[src/rtl/uart_tx_cfg.sv]
// Configurable UART serializer: start, 5..DATA_W data bits LSB first, optional parity, 1/1.5/2 stop, line break.
// Latency: START drives the line one clock after i_tx_start is seen in IDLE; each bit lasts OVS baud ticks.
// Backpressure: i_tx_start is level-sensitive and sampled only in IDLE; o_tx_done_tick pops the source FIFO.
module uart_tx_cfg #(
    parameter int DATA_W   = 8,
    parameter int OVS      = 16,
    parameter int BRK_BITS = 11
) (
    input  logic              i_clk,
    input  logic              i_reset,
    input  logic              i_baud_tick,
    input  logic              i_tx_start,
    input  logic [DATA_W-1:0] i_data,
    input  logic [3:0]        i_data_len,
    input  logic [1:0]        i_par,
    input  logic [1:0]        i_stop_num,
    input  logic              i_break,
    output logic              o_tx,
    output logic              o_tx_done_tick,
    output logic              o_busy
);

    localparam int S_W     = $clog2(2 * OVS);
    localparam int BRK_MAX = BRK_BITS * OVS;
    localparam int B_W     = $clog2(BRK_MAX + 1);
    localparam logic [3:0] LEN_MIN = 4'd5;
    localparam logic [3:0] LEN_MAX = 4'(DATA_W);
    localparam logic [S_W-1:0] BIT_LAST = S_W'(OVS - 1);

    typedef enum logic [2:0] {
        IDLE, START, DATA, PARITY, STOP, BREAK, BRKMARK
    } state_t;

    state_t            state_q, state_n;
    logic [S_W-1:0]    s_q, s_n;
    logic [3:0]        n_q, n_n;
    logic [DATA_W-1:0] shift_q, shift_n;
    logic [3:0]        len_q, len_n;
    logic [1:0]        par_q, par_n;
    logic [1:0]        stop_q, stop_n;
    logic              pbit_q, pbit_n;
    logic [B_W-1:0]    brk_q, brk_n;
    logic              tx_q, tx_n;
    logic              busy_q;
    logic              done;

    logic [3:0]        len_clamp;
    logic              par_acc;
    logic              par_calc;
    logic [S_W-1:0]    sb_last;

    always_comb begin
        len_clamp = i_data_len;
        if (i_data_len < LEN_MIN)
            len_clamp = LEN_MIN;
        else if (i_data_len > LEN_MAX)
            len_clamp = LEN_MAX;
    end

    // Parity covers only the bits that will actually be sent.
    always_comb begin
        par_acc = 1'b0;
        for (int i = 0; i < DATA_W; i++)
            if (i < int'(len_clamp))
                par_acc ^= i_data[i];
    end

    always_comb begin
        case (i_par)
            2'b01:   par_calc = par_acc;
            2'b10:   par_calc = ~par_acc;
            2'b11:   par_calc = 1'b1;
            default: par_calc = 1'b0;
        endcase
    end

    always_comb begin
        case (stop_q)
            2'b00:   sb_last = S_W'(OVS - 1);
            2'b01:   sb_last = S_W'((3 * OVS) / 2 - 1);
            default: sb_last = S_W'(2 * OVS - 1);
        endcase
    end

    always_comb begin
        state_n = state_q;
        s_n     = s_q;
        n_n     = n_q;
        shift_n = shift_q;
        len_n   = len_q;
        par_n   = par_q;
        stop_n  = stop_q;
        pbit_n  = pbit_q;
        brk_n   = brk_q;
        done    = 1'b0;
        tx_n    = 1'b1;

        case (state_q)
            IDLE: begin
                if (i_break) begin
                    state_n = BREAK;
                    s_n     = '0;
                    brk_n   = '0;
                end else if (i_tx_start) begin
                    state_n = START;
                    s_n     = '0;
                    shift_n = i_data;
                    len_n   = len_clamp;
                    par_n   = i_par;
                    stop_n  = i_stop_num;
                    pbit_n  = par_calc;
                end
            end
            START: begin
                if (i_baud_tick) begin
                    if (s_q == BIT_LAST) begin
                        state_n = DATA;
                        s_n     = '0;
                        n_n     = '0;
                    end else begin
                        s_n = s_q + S_W'(1);
                    end
                end
            end
            DATA: begin
                if (i_baud_tick) begin
                    if (s_q == BIT_LAST) begin
                        s_n     = '0;
                        shift_n = shift_q >> 1;
                        if (n_q == len_q - 4'd1)
                            state_n = (par_q != 2'b00) ? PARITY : STOP;
                        else
                            n_n = n_q + 4'd1;
                    end else begin
                        s_n = s_q + S_W'(1);
                    end
                end
            end
            PARITY: begin
                if (i_baud_tick) begin
                    if (s_q == BIT_LAST) begin
                        state_n = STOP;
                        s_n     = '0;
                    end else begin
                        s_n = s_q + S_W'(1);
                    end
                end
            end
            STOP: begin
                if (i_baud_tick) begin
                    if (s_q == sb_last) begin
                        state_n = IDLE;
                        s_n     = '0;
                        done    = 1'b1;
                    end else begin
                        s_n = s_q + S_W'(1);
                    end
                end
            end
            BREAK: begin
                // Count saturates so an arbitrarily long request holds the line low.
                if (i_baud_tick && brk_q != B_W'(BRK_MAX))
                    brk_n = brk_q + B_W'(1);
                if (brk_q == B_W'(BRK_MAX) && !i_break) begin
                    state_n = BRKMARK;
                    s_n     = '0;
                end
            end
            BRKMARK: begin
                if (i_baud_tick) begin
                    if (s_q == BIT_LAST) begin
                        state_n = IDLE;
                        s_n     = '0;
                    end else begin
                        s_n = s_q + S_W'(1);
                    end
                end
            end
            default: state_n = IDLE;
        endcase

        // Line level follows the state being entered, so o_tx is a clean register.
        case (state_n)
            START:   tx_n = 1'b0;
            DATA:    tx_n = shift_n[0];
            PARITY:  tx_n = pbit_n;
            BREAK:   tx_n = 1'b0;
            default: tx_n = 1'b1;
        endcase
    end

    always_ff @(posedge i_clk or posedge i_reset) begin
        if (i_reset) begin
            state_q <= IDLE;
            s_q     <= '0;
            n_q     <= '0;
            shift_q <= '0;
            len_q   <= '0;
            par_q   <= '0;
            stop_q  <= '0;
            pbit_q  <= 1'b0;
            brk_q   <= '0;
            tx_q    <= 1'b1;
            busy_q  <= 1'b0;
        end else begin
            state_q <= state_n;
            s_q     <= s_n;
            n_q     <= n_n;
            shift_q <= shift_n;
            len_q   <= len_n;
            par_q   <= par_n;
            stop_q  <= stop_n;
            pbit_q  <= pbit_n;
            brk_q   <= brk_n;
            tx_q    <= tx_n;
            busy_q  <= (state_n != IDLE);
        end
    end

    assign o_tx           = tx_q;
    assign o_busy         = busy_q;
    assign o_tx_done_tick = done;

endmodule

[config.mk]
export PLATFORM = sky130hd
export DESIGN_NAME = uart_tx_cfg
export DESIGN_NICKNAME = d
export VERILOG_FILES = /design/src/rtl/uart_tx_cfg.sv
export SDC_FILE = /design/constraint.sdc
export NUM_CORES = 1
export LEC_CHECK = 0
export BUFFER_PORTS_ARGS = -buffer_cell sky130_fd_sc_hd__buf_2
export CAP_MARGIN = 40
export CORE_UTILIZATION = 50
export DETAILED_ROUTE_END_ITERATION = 7
export PLACE_DENSITY = 0.69
export SLEW_MARGIN = 10
export SYNTH_ARGS = -nofsm -noshare
export SYNTH_HDL_FRONTEND = slang
export SYNTH_SLANG_ARGS = --single-unit
[constraint.sdc]
create_clock -name i_clk -period 2.9 [get_ports i_clk]
set_input_delay 0.435 -clock i_clk [delete_from_list [all_inputs] [get_ports i_clk]]
set_output_delay 0.435 -clock i_clk [all_outputs]
set_load 0.005 [all_outputs]
==> results.yml, run 1 <==
setup_path:
  cp_data_required_time_ps: 3130
  crit_path_end_kind: "register"
  critPathMaxFanout: 8
  cp_slowest_cell: "dfrtp_1"
  crit_arrival_ps: 2540
  path_class: "register to register"
  worst_setup_path_start_kind: "register"
  crit_top_cell: "ha_1"
  critPathBufInv: 1
  crit_family: "simple AND/OR/NAND/NOR gates"
  worstPathCellList: "ha_1, nand3_1, inv_1, ha_1, nand2_1, nor2_4, nor2_1, a22o_1, a211o_1"
  slowest_delay_ps: 390
  rrSetupSlack_ps: 590
route:
  drt_wl_total_um: 4670
  drt_pass1_iterations: 4
  ant_nets: 0
  vias: 1871
  drcViolationCount: 0
  via_per_inst: 5.670
  first_iter_violations: 90
  avgRoutedWirePerCell_um: 14.15
job:
  cap_violations: 0
place:
  dp_hpwl_um: 3542
  io_buffers: 23
  place.gp.congestion: 0.8287
floorplan:
  std_cell_rows: 24
  die-area_um2: 5124
  fp.dieH_um: 71.59
  start_util_pct: 53.75
  die_w_um: 71.59
  boundaryPins: 24
  core_area_um2: 4504
cells_and_area:
  area_growth_pct: 10.75
  antenna_cells: 0
  layout.cells.most_common: "dfrtp_1"
  final_util_pct: 59.53
  layout_common_cells: "dfrtp_1, nand2_1, nor2_1"
  nNetsFinal: 305
  drive_gt1_share_pct: 21.58
  nFillCells: 409
global_route:
  antenna_found_initial: 0
  grt_start_max_net_pins: 21
  grt_overflow_total: 0
  grt_pass1_vias: 1732
  grt_pass1_wl_um: 7990
  grt.total_usage_pct: 20.31
timing:
  period_share_pct: 79.56
  worst_clock_skew_ps: 2.802
  rsz0062_at_grt: "false"
  finalSetupViolations: 0
  worst_pin_slew_ps: 669.1
  max_freq_mhz: 433.4
  finalHoldViolCount: 0
  drv_slew: 0
  fin_crit_ps: 2307
  relSlewSlack_pct: 55.39
  fin_tns_setup_ps: 0
hold_path:
  worstHoldPathType: "input port to async pin"
power_and_ir_drop:
  vdd_ir_drop_max_v: 0.0004826
  p_int_mw: 1.401
  p_comb_share_pct: 41.1
  clock_power_share_pct: 18.1
  p_leak_nw: 1.209
  p_per_area_nw_per_um2: 851.9
  finalPower_mw: 2.284
  pwr-share-seq_pct: 40.9
  p_switching_uw: 883.3
  sw_frac_of_total_pct: 38.67
synthesis:
  synthArstFlopShare_pct: 100.0
  synthFlopType: "dfrtp_1"
  yosysUniqueCellTypes: 62
  syn_inst: 251
  postSynthAreaPerCell_um2: 9.646
  synth_edf_count: 0
  ys_seq_area_share_pct: 40.36
  synth_warnings: 0
  mappedNetlistArea_um2: 2421
  synth_nets: 279
  synth-seq-cells: 39
clock_tree:
  cts_tree: "yes"
  clk_pin_slew_ps: 70
  clk_latency_ps: 300
  ctsHoldBuffers: 0
  cts-root-buf: "clkbuf_8"
  clock_sinks: 39
  ctsResizeCount: 0
  clockBufferDepth: 2
  cts_inserted_buffers: 5
  htree_levels: 2
  post_cts_buffers: 0
run_status:
  status: "finished clean"
per-stage QoR:
step | cell area, µm² | hold slack [ps] | std cells | worst slack (ps)
global placement | 2550 | 464.7 | 321 | 665.2
finish | 2681 | 110.1 | 330 | 592.8
global route | 2681 | 152.9 | 330 | 424.1
CTS | 2681 | 113.6 | 330 | 586.9
floorplan | 2421 | 446.3 | 251 | 742.2
detailed placement | 2577 | 438.6 | 322 | 601.2
worst paths after layout:
| check | startpoint | cells past startpoint | endpoint |
|---|---|---|---|
| max in group asynchronous | i_reset | 4 | stop_q[0] |
| worst min register to register | shift_q[6] | 2 | shift_q[6] |
| worst min-delay path | i_reset | 2 | n_q[3] |
| worst max-delay path | s_q[0] | 9 | o_tx |
| min in group i_clk | i_data[3] | 3 | shift_q[3] |
| worst max register to register | s_q[0] | 9 | o_tx |
area by class of cell:
| class | instances | area (µm²) | area share [%] |
|---|---|---|---|
| Inverter | 10 | 37.54 | 1.400 |
| Tap cell | 52 | 65.06 | 2.427 |
| Clock buffer | 7 | 96.34 | 3.593 |
| Multi-Input combinational cell | 193 | 1325 | 49.42 |
| Clock inverter | 1 | 7.507 | 0.2800 |
| Timing Repair Buffer | 28 | 172.7 | 6.440 |
| Sequential cell | 39 | 977.2 | 36.44 |
routing by layer:
metal	share of wire, %	GRT usage, %
met1	48	28.94
met2	45	30.90
met3	4.9	3.516
met4	1.8	8.497
met5	0	0
synthesized netlist by cell type, types with 2 or more instances:
library cell  number  area (µm²)
o21ai_1            2       10.01
nor2b_1            2       12.51
nand4_1            4       25.02
nand2_1           30       112.6
o21a_1             2       15.01
nand3_1            7       35.03
ha_1               7       87.58
or2_2              2       12.51
xnor2_1           12       105.1
mux2i_1            3       30.03
nor2_1            28       105.1
or2_1              2       12.51
xor2_1             5       43.79
inv_1             10       37.54
a22o_1             2       17.52
a22oi_1           10       75.07
or3_1              2       12.51
and3_1             2       12.51
dfrtp_1           38       950.9
nor3_1             5       25.02
mux2_2             5       56.30
nand4b_1           2       17.52
nor3_4             2       32.53
clkbuf_1           5       18.77
nor4b_1            2       17.52
a21oi_1            9       45.04
nand2b_1           5       31.28
o21ai_0           12       60.06
state kept, by name, summed over array words and instances (netlist names), 2 cells and up:
name / count
stop_q: 2
state_q: 3
n_q: 4
shift_q: 8
brk_q: 8
len_q: 4
par_q: 2
s_q: 5
cell families after synthesis:
logic type / Yosys count / synth area share, %
xor gates and xnor gates: 18 / 7.183
DFF: 39 / 40.36
adders and majority gates: 7 / 3.617
buffers and inverters: 19 / 4.910
and+or+nand+nor: 105 / 23.05
AOI/OAI and AO/OA: 55 / 17.31
muxes: 8 / 3.566
worst reg2reg max path: stages, from the launching register on:
cell and delay [ps]:
dfrtp_1 390, ha_1 220, nand3_1 120, inv_1 80, ha_1 290, nand2_1 230, nor2_4 220, nor2_1 170
a22o_1 280, a211o_1 250
power by group through the flow:
stage          clock [mW]  sequential, mW  combinational (mW)
2_1_floorplan           0           0.857               0.821
4_1_cts             0.423           0.931               0.946
5_1_grt             0.443           0.967                1.05
3_3_place_gp            0           0.940               0.920
6_report            0.413           0.934               0.938
3_5_place_dp            0           0.941               0.943
(Power assumes the default switching activity.)
==> run 2: changes to the inputs <==
Clock period 2.9 ns to 2.2 ns, I/O delays scaled along.
==> run 2 against run 1 <==
- first-iteration DRC count rose by 31%
- clock skew grew 4.0 ps
- critical path type unchanged
- setup slack lost 520 ps
- worst hold slack improved by 28 ps
==> results.yml, run 2 (synthesis results as in run 1) <==
setup_path:
  path_class: "register to register"
  slowest_delay_ps: 480
  crit_arrival_ps: 2350
  worst_setup_path_start_kind: "register"
  cp_slowest_cell: "or4b_4"
  crit_path_end_kind: "register"
  cp_data_required_time_ps: 2430
  reg2reg_depth: 8
  crit_top_cell: "o31ai_4"
  worstPathCellList: "inv_2, ha_1, or4b_4, o31ai_4, o21a_1, o31ai_4, o211a_1, a211o_1"
  critPathMaxFanout: 5
route:
  drt_pass1_iterations: 4
  vias: 1930
  avgRoutedWirePerCell_um: 13.91
  first_iter_violations: 118
  drcViolationCount: 0
  drt_wl_total_um: 4772
  via_per_inst: 5.627
  ant_nets: 0
global_route:
  grt_overflow_total: 0
  grt_pass1_vias: 1834
  antenna_found_initial: 0
  grt_pass1_wl_um: 8162
  grt_start_max_net_pins: 40
  grt.total_usage_pct: 20.59
timing:
  worst_slack_ps: 77.49
  period_share_pct: 96.48
  relSlewSlack_pct: 59.09
  whs_ps: 138.0
  worst_pin_slew_ps: 604.2
  fin_crit_ps: 2123
  drv_slew: 0
  max_freq_mhz: 471.1
  worst_clock_skew_ps: 6.783
  rsz0062_at_grt: "false"
  finalHoldViolCount: 0
  fin_tns_setup_ps: 0
  finalSetupViolations: 0
floorplan:
  core_area_um2: 4504
  start_util_pct: 53.75
  boundaryPins: 24
  die-area_um2: 5124
  fp.dieH_um: 71.59
  std_cell_rows: 24
  die_w_um: 71.59
power_and_ir_drop:
  p_per_area_nw_per_um2: 1126
  p_leak_nw: 1.261
  sw_frac_of_total_pct: 39.29
  p_switching_mw: 1.225
  finalPower_mw: 3.118
  vdd_ir_drop_max_v: 0.0007915
  p_int_mw: 1.893
  p_comb_share_pct: 46.8
  clock_power_share_pct: 15.7
  pwr-share-seq_pct: 37.5
clock_tree:
  clk_latency_ps: 290
  cts-root-buf: "clkbuf_8"
  cts_tree: "yes"
  clock_sinks: 39
  clk_pin_slew_ps: 80
  clockBufferDepth: 2
  htree_levels: 2
  cts_inserted_buffers: 5
place:
  place.gp.congestion: 0.8294
  dp_hpwl_um: 3628
  io_buffers: 23
  placed_cells: 334
  pre_cts_ws_ps: -12.75
cells_and_area:
  reg_top3: "brk_q x8, shift_q x8, s_q x5"
  area_growth_pct: 14.32
  layout.cells.most_common: "dfrtp_1"
  drive_gt1_share_pct: 26.12
  layout_common_cells: "dfrtp_1, nand2_1, nor2_1"
  antenna_cells: 0
  final_cell_count_no_fill: 343
  nNetsFinal: 318
hold_path:
  worstHoldPathType: "input port to async pin"
job:
  cap_violations: 0
run_status:
  status: "finished clean"
run 2: changes by cell type in the layout (fill, tap and decap cells not counted), sizes merged:
cell,change
buf,+13
clkinv,+1
clkbuf,-2
clkinvlp,+1
run 2: per-stage QoR:
stage          cell area [µm²]  util (%)
2_1_floorplan             2421         -
3_3_place_gp              2648     58.78
3_5_place_dp              2648     58.78
4_1_cts                   2745     60.94
5_1_grt                   2768     61.44
6_report                  2768     61.44
run 2: final timing paths:
kind | startpoint | endpoint | slack [ps]
min in group i_clk | i_data[7] | shift_q[7] | 270
worst min register to register | shift_q[2] | shift_q[2] | 480
worst min-delay path | i_reset | brk_q[0] | 140
worst max register to register | brk_q[0] | o_tx | 80
max in group asynchronous | i_reset | o_tx | 1700
worst max-delay path | brk_q[0] | o_tx | 80
run 2: final cells by class:
class / instances / area, µm²
Multi-Input combinational cell: 193 / 1349
Sequential cell: 39 / 977.2
Inverter: 10 / 37.54
Clock buffer: 5 / 68.82
Tap cell: 52 / 65.06
Timing Repair Buffer: 41 / 250.2
Fill cell: 382 / 1737
Clock inverter: 3 / 20.02
run 2: repair_timing:
item                                    4_1_cts  5_1_grt
buffers inserted                              0        1
resized for setup                             1        5
pin swaps                                     0        1
hold buffers                                  0        0
endpoints found under the setup margin        1        3
run 2: layer usage:
layer	vias up	track usage, %	routed length [µm]	share of wire (%)
met5	-	0	0	0
met1	913	27.36	2223	47
met2	41	33.23	2255	47
li1	968	-	-	-
met3	8	4.219	209	4.4
met4	0	8.279	84	1.8
run 2: worst max-delay path: cells and delay by family (launching register included):
kind                       cells  cell delay [ps]
and+or+nand+nor                1              480
buffers and inverters          1               70
DFF                            1              410
adders and majority gates      1              130
AOI/OAI and AO/OA              5              970
run 2: power by group through the flow:
stage          Clock, mW  Sequential (mW)  Combinational (mW)
3_3_place_gp           0             1.18                1.36
2_1_floorplan          0             1.13                1.08
6_report           0.488             1.17                1.46
3_5_place_dp           0             1.18                1.39
4_1_cts            0.503             1.17                1.41
5_1_grt            0.530             1.21                1.60
